**config.mk**
```make
export PLATFORM = sky130hd
export DESIGN_NAME = riscv_fetch_unit
export DESIGN_NICKNAME = d
export VERILOG_FILES = /design/src/rtl/riscv_fetch_unit.sv
export SDC_FILE = /design/constraint.sdc
export NUM_CORES = 1
export LEC_CHECK = 0
export ABC_CLOCK_PERIOD_IN_PS = 8820
export BUFFER_PORTS_ARGS = -buffer_cell sky130_fd_sc_hd__buf_2
export CAP_MARGIN = 10
export CORE_MARGIN = 1.5
export CORE_UTILIZATION = 60
export DETAILED_ROUTE_END_ITERATION = 10
export PLACE_DENSITY = 0.85
export SLEW_MARGIN = 10
export SYNTH_ARGS = -nofsm -noshare
export SYNTH_HDL_FRONTEND = slang
export SYNTH_SLANG_ARGS = --single-unit
```
**constraint.sdc**
```tcl
create_clock -name clock -period 8.82 [get_ports clock]
set_clock_uncertainty 0.2 [all_clocks]
set_input_delay 0.882 -clock clock [delete_from_list [all_inputs] [get_ports clock]]
set_output_delay 0.882 -clock clock [all_outputs]
set_load 0.1 [all_outputs]
```
**src/rtl/riscv_fetch_unit.sv**
```systemverilog
// riscv_fetch_unit: owns the PC, issues one word fetch at a time, buffers
// {pc,instr} in a small FIFO toward decode, and drains stale responses.
// Ports: clock, reset (async, active-high); imem_req_valid/ready/addr out;
// imem_rsp_valid/data in; redirect_valid/pc in; dec_valid/ready/pc/instr.
// Optional build macro FETCH_BYPASS_EN: an accepted response bypasses an
// empty FIFO straight to decode when dec_ready is high in the same cycle.
module riscv_fetch_unit #(
    parameter int unsigned     XLEN       = 32,
    parameter logic [XLEN-1:0] RESET_PC   = 32'h0000_0000,
    parameter int unsigned     FIFO_DEPTH = 2
) (
    input  logic            clock,
    input  logic            reset,
    output logic            imem_req_valid,
    input  logic            imem_req_ready,
    output logic [XLEN-1:0] imem_req_addr,
    input  logic            imem_rsp_valid,
    input  logic [31:0]     imem_rsp_data,
    input  logic            redirect_valid,
    input  logic [XLEN-1:0] redirect_pc,
    output logic            dec_valid,
    input  logic            dec_ready,
    output logic [XLEN-1:0] dec_pc,
    output logic [31:0]     dec_instr
);

    localparam int unsigned   PW      = $clog2(FIFO_DEPTH);
    localparam int unsigned   CW      = PW + 1;
    localparam logic [CW-1:0] DEPTH_C = CW'(FIFO_DEPTH);

    typedef enum logic [1:0] {
        S_FETCH = 2'd0,
        S_WAIT  = 2'd1,
        S_DRAIN = 2'd2
    } state_t;

    state_t          state_q, state_d;
    logic [XLEN-1:0] pc_q, pc_d;
    logic [XLEN-1:0] req_pc_q, req_pc_d;
    logic            run_q, run_d;
    logic [CW-1:0]   cnt_q, cnt_d;
    logic [PW-1:0]   wr_q, wr_d;
    logic [PW-1:0]   rd_q, rd_d;
    logic [XLEN-1:0] mem_pc_q [FIFO_DEPTH];
    logic [XLEN-1:0] mem_pc_d [FIFO_DEPTH];
    logic [31:0]     mem_ins_q [FIFO_DEPTH];
    logic [31:0]     mem_ins_d [FIFO_DEPTH];

    logic empty;
    logic req_fire;
    logic rsp_take;
    logic bypass;
    logic push;
    logic pop;

    // Handshakes and decode-side outputs.
    always_comb begin
        empty = (cnt_q == '0);
        // run_q holds requests off until the first edge after reset.
        // A request is only possible in FETCH, where nothing is owed,
        // so the issue credit reduces to a free FIFO slot.
        imem_req_valid = run_q && (state_q == S_FETCH)
                         && (cnt_q < DEPTH_C);
        imem_req_addr  = pc_q;
        req_fire       = imem_req_valid && imem_req_ready;
        rsp_take       = (state_q == S_WAIT) && imem_rsp_valid
                         && !redirect_valid;
`ifdef FETCH_BYPASS_EN
        bypass    = rsp_take && empty && dec_ready;
        dec_valid = !empty || bypass;
        dec_pc    = bypass ? req_pc_q      : mem_pc_q[rd_q];
        dec_instr = bypass ? imem_rsp_data : mem_ins_q[rd_q];
`else
        bypass    = 1'b0;
        dec_valid = !empty;
        dec_pc    = mem_pc_q[rd_q];
        dec_instr = mem_ins_q[rd_q];
`endif
        push = rsp_take && !bypass;
        // A flush in the same cycle turns the pop into a no-op.
        pop  = !empty && dec_ready && !redirect_valid;
    end

    // Fetch FSM and PC.
    always_comb begin
        state_d  = state_q;
        pc_d     = pc_q;
        req_pc_d = req_pc_q;
        run_d    = 1'b1;
        unique case (state_q)
            S_FETCH: begin
                if (req_fire) begin
                    req_pc_d = pc_q;
                    pc_d     = pc_q + XLEN'(4);
                    state_d  = redirect_valid ? S_DRAIN : S_WAIT;
                end
            end
            S_WAIT: begin
                // A response coinciding with a redirect is dropped via
                // rsp_take; either way the owed response has arrived.
                if (imem_rsp_valid) begin
                    state_d = S_FETCH;
                end else if (redirect_valid) begin
                    state_d = S_DRAIN;
                end
            end
            S_DRAIN: begin
                // The stale response is swallowed here; a redirect in
                // the same cycle only retargets the PC.
                if (imem_rsp_valid) begin
                    state_d = S_FETCH;
                end
            end
            default: state_d = S_FETCH;
        endcase
        if (redirect_valid) begin
            pc_d = redirect_pc & ~XLEN'(3);
        end
    end

    // Output FIFO.
    always_comb begin
        cnt_d     = cnt_q;
        wr_d      = wr_q;
        rd_d      = rd_q;
        mem_pc_d  = mem_pc_q;
        mem_ins_d = mem_ins_q;
        if (redirect_valid) begin
            cnt_d = '0;
            wr_d  = '0;
            rd_d  = '0;
        end else begin
            if (push) begin
                mem_pc_d[wr_q]  = req_pc_q;
                mem_ins_d[wr_q] = imem_rsp_data;
                wr_d            = wr_q + PW'(1);
            end
            if (pop) begin
                rd_d = rd_q + PW'(1);
            end
            if (push && !pop) begin
                cnt_d = cnt_q + CW'(1);
            end else if (pop && !push) begin
                cnt_d = cnt_q - CW'(1);
            end
        end
    end

    always_ff @(posedge clock or posedge reset) begin
        if (reset) begin
            state_q   <= S_FETCH;
            pc_q      <= RESET_PC;
            req_pc_q  <= '0;
            run_q     <= 1'b0;
            cnt_q     <= '0;
            wr_q      <= '0;
            rd_q      <= '0;
            mem_pc_q  <= '{default: '0};
            mem_ins_q <= '{default: '0};
        end else begin
            state_q   <= state_d;
            pc_q      <= pc_d;
            req_pc_q  <= req_pc_d;
            run_q     <= run_d;
            cnt_q     <= cnt_d;
            wr_q      <= wr_d;
            rd_q      <= rd_d;
            mem_pc_q  <= mem_pc_d;
            mem_ins_q <= mem_ins_d;
        end
    end

endmodule

```
==> results.md <==
* Status: finished clean
* Vias per cell at 5.93
* Power per cell area at between 300 and 400 nW/um^2
* Syn. warnings at 0
* Slew Limit Fails at 0
* Dpl hpwl at 12500 um
* Port Buffers at between 150 and 200
* Post-route DRC at 0
* PostCTS Resize Cnt at 0
* Overall routing resource usage at a little over a quarter
* Hold buffer count at cts at 0
* Setup WS post-layout at between 5 and 6 ns
* Cts bufs inserted at 17
* Std-Cell Rows at 43
* Worst-case vdd ir drop at between 200 and 250 uV
* Area added between synthesis and finish at 18.2%
* CORE AREA at 13900 um^2
* Unique cell type count in the Yosys netlist at 36
* Startpoint Class: flop
* Critical path class: reg -> out
* CTS root buf: clkbuf_16
* Chip Height at roughly 120 um
* Cell area after synthesis at between 8000 and 9000 um^2
* Worst skew pair latency at 0.43 ns
* Synth Register Bits at 191
* Tmin final at ~3.6 ns
* CP max stage delay at between 0.8 and 0.9 ns
* WP data arrival at 2.57 ns
* ANT nets after route at 0
* FF-to-FF setup slack at around 6 ns
* Post-synth EDFFs at 0
* Fmax at 0.274 GHz
* Worst path slowest cell: dfrtp_2
* Number of global-route vias before repair at about 6000
* Synth top area share at 56.1%
* Max-Slew Margin vs Limit at approximately a quarter
* Die X at 122 um
* Worst-path clk slew at roughly 0.07 ns
* Required time worst endpoint at 7.74 ns
* CTS sink count at 191
* Gate Count Post-Synth at roughly 650
* Layout cells sized above 1 at about half
* Avg Cell Area, Syn at around 13 um^2
* Postcts setup bufs at 0
* Tcrit/Tclk final at 41.4%
* Worst Hold Depth at 1
* Routability cong. at between 0.8 and 0.9
* Initial detailed-routing violation count at ~340
* Tightest Pin Transition at approximately 1.1 ns
* Diode count at 0
* I/O pins at approximately 170
* Hold Path Class: reg -> reg
* Cell type with the largest total area after synthesis: dfrtp_1
* CTS max path bufs at 2
* Max_cap viols at 0
* Wire per inst at around 19 um
* Layout Nets at around 880
* Max FO, Critical Path at 33
* Unrepaired setup endpoints after global routing: false
* Most frequent cells in the layout: mux2_2 (212), dfrtp_1 (190), buf_2 (161)
* Final cell count without fillers at ~1000
* Cell depth of the worst setup path at 3
* Critical Path, Cell by Cell: buf_4, mux2_2, buf_2
* Critical path's top delay family: buffers and inverters
* FILL cells at between 900 and 1000
* Register area share after synthesis at 56.1%
* Die ar. at roughly 15000 um^2
* GRT overflow at 0
* Initial Util at between 60% and 70%
* Power, Total at approximately 3.4 mW
* Detailed Routing Iterations Pass 1 at 6
* Final WL at 18900 um
* Placed Area at around 9500 um^2
* Largest net degree at the start of global routing at between 100 and 150
* Initial antenna violation count at 1
* Largest cells by area after synthesis: dfrtp_1 (56%), mux2_2 (28%), or4_1 (1.7%), nand2_1 (1.5%), a31oi_1 (1.4%)
* Finished layout cell area at between 10000 and 15000 um^2
* CTS tree: yes
* CP bufs+invs at 2
* FF-to-FF path depth at 4
* Final number of setup-violating endpoints at 0
* Pre-CTS setup slack at around 5.3 ns
* CP endpoint kind: output port
* Global-route wire length before repair at 29900 um
* Post-synth ARST share at between 90% and 100%
* Main flop type after synthesis: dfrtp_1
* H-tree Lvls at 4
* Fin. Hold Viols at 0
* Most common cell after layout, fill and taps aside: mux2_2
* Pleak at about 4.8 nW
* Vias post-DR at 5902
* Placed cells at just under 1000
* Setup TNS at 0 ns
sequential cells by signal, summed over array words and instances, names as in the netlist:
| name | count |
|---|---|
| cnt_q | 2 |
| mem_pc_q | 60 |
| wr_q | 1 |
| mem_ins_q | 64 |
| imem_req_addr | 30 |
| run_q | 1 |
| rd_q | 1 |
| state_q | 2 |
| req_pc_q | 30 |
metrics by stage:
step / hold slack (ns) / utilization, %
after floorplan: 0.262 / -
after global placement: 0.276 / 68.2
after detailed placement: 0.288 / 68.2
after CTS: 0.304 / 72.5
after global routing: 0.315 / 72.6
final: 0.302 / 72.6
final timing paths:
kind                              start                 to
hold / removal             mem_pc_q[26]       mem_pc_q[26]
max in group asynchronous         reset               rd_q
setup reg to reg             state_q[1]  imem_req_addr[22]
hold reg to reg            mem_pc_q[26]       mem_pc_q[26]
min in group asynchronous         reset       mem_ins_q[6]
setup / recovery                   rd_q         dec_pc[18]
synthesized netlist by cell type (4+ instances only):
cell type	n
nor2b_1	4
xor2_1	6
xnor2_1	5
nand3_1	11
mux2_2	212
a31oi_1	19
a21oi_1	4
buf_4	4
o31ai_1	14
or3_1	5
o21ai_0	20
nand2_1	33
nand4_1	11
buf_1	7
or4_1	19
clkbuf_1	25
inv_1	8
nor2_1	26
dfrtp_1	191
routing by layer:
metal	wire (um)	GRT usage (%)
met2	9510	44.1
met3	1150	6.32
met1	7760	32.6
met4	442	11.5
met5	15	0
layout make-up:
| type | count | area, um^2 | share of cell area [%] |
|---|---|---|---|
| clock buffer | 22 | 484 | 4.81 |
| clock inverter | 9 | 108 | 1.07 |
| inverter | 8 | 37.5 | 0.372 |
| multi-input combinational | 418 | 3580 | 35.5 |
| sequential | 191 | 4780 | 47.4 |
| tap | 180 | 225 | 2.23 |
| timing repair buffer | 168 | 866 | 8.59 |
logic make-up (layout without fill, tap and decap cells):
group | count (synthesis) | count (layout) | share of synthesized area [%]
muxes | 213 | 213 | 28.1
DFF | 191 | 191 | 56.1
and+or+nand+nor | 128 | 128 | 7.91
AOI/OAI and AO/OA | 60 | 60 | 4.33
buffers and inverters | 46 | 207 | 2.23
xor gates and xnor gates | 11 | 11 | 1.13
other | 2 | 5 | 0.0881
adders and majority gates | 1 | 1 | 0.147
report_power, final:
group / internal, mW / total (mW) / switching [mW]
registers: 1.05 / 1.17 / 0.113
clock network: 0.446 / 0.762 / 0.317
logic: 0.311 / 1.45 / 1.14
total: 1.81 / 3.38 / 1.57
Note: power is estimated with default switching activity, not from simulation.
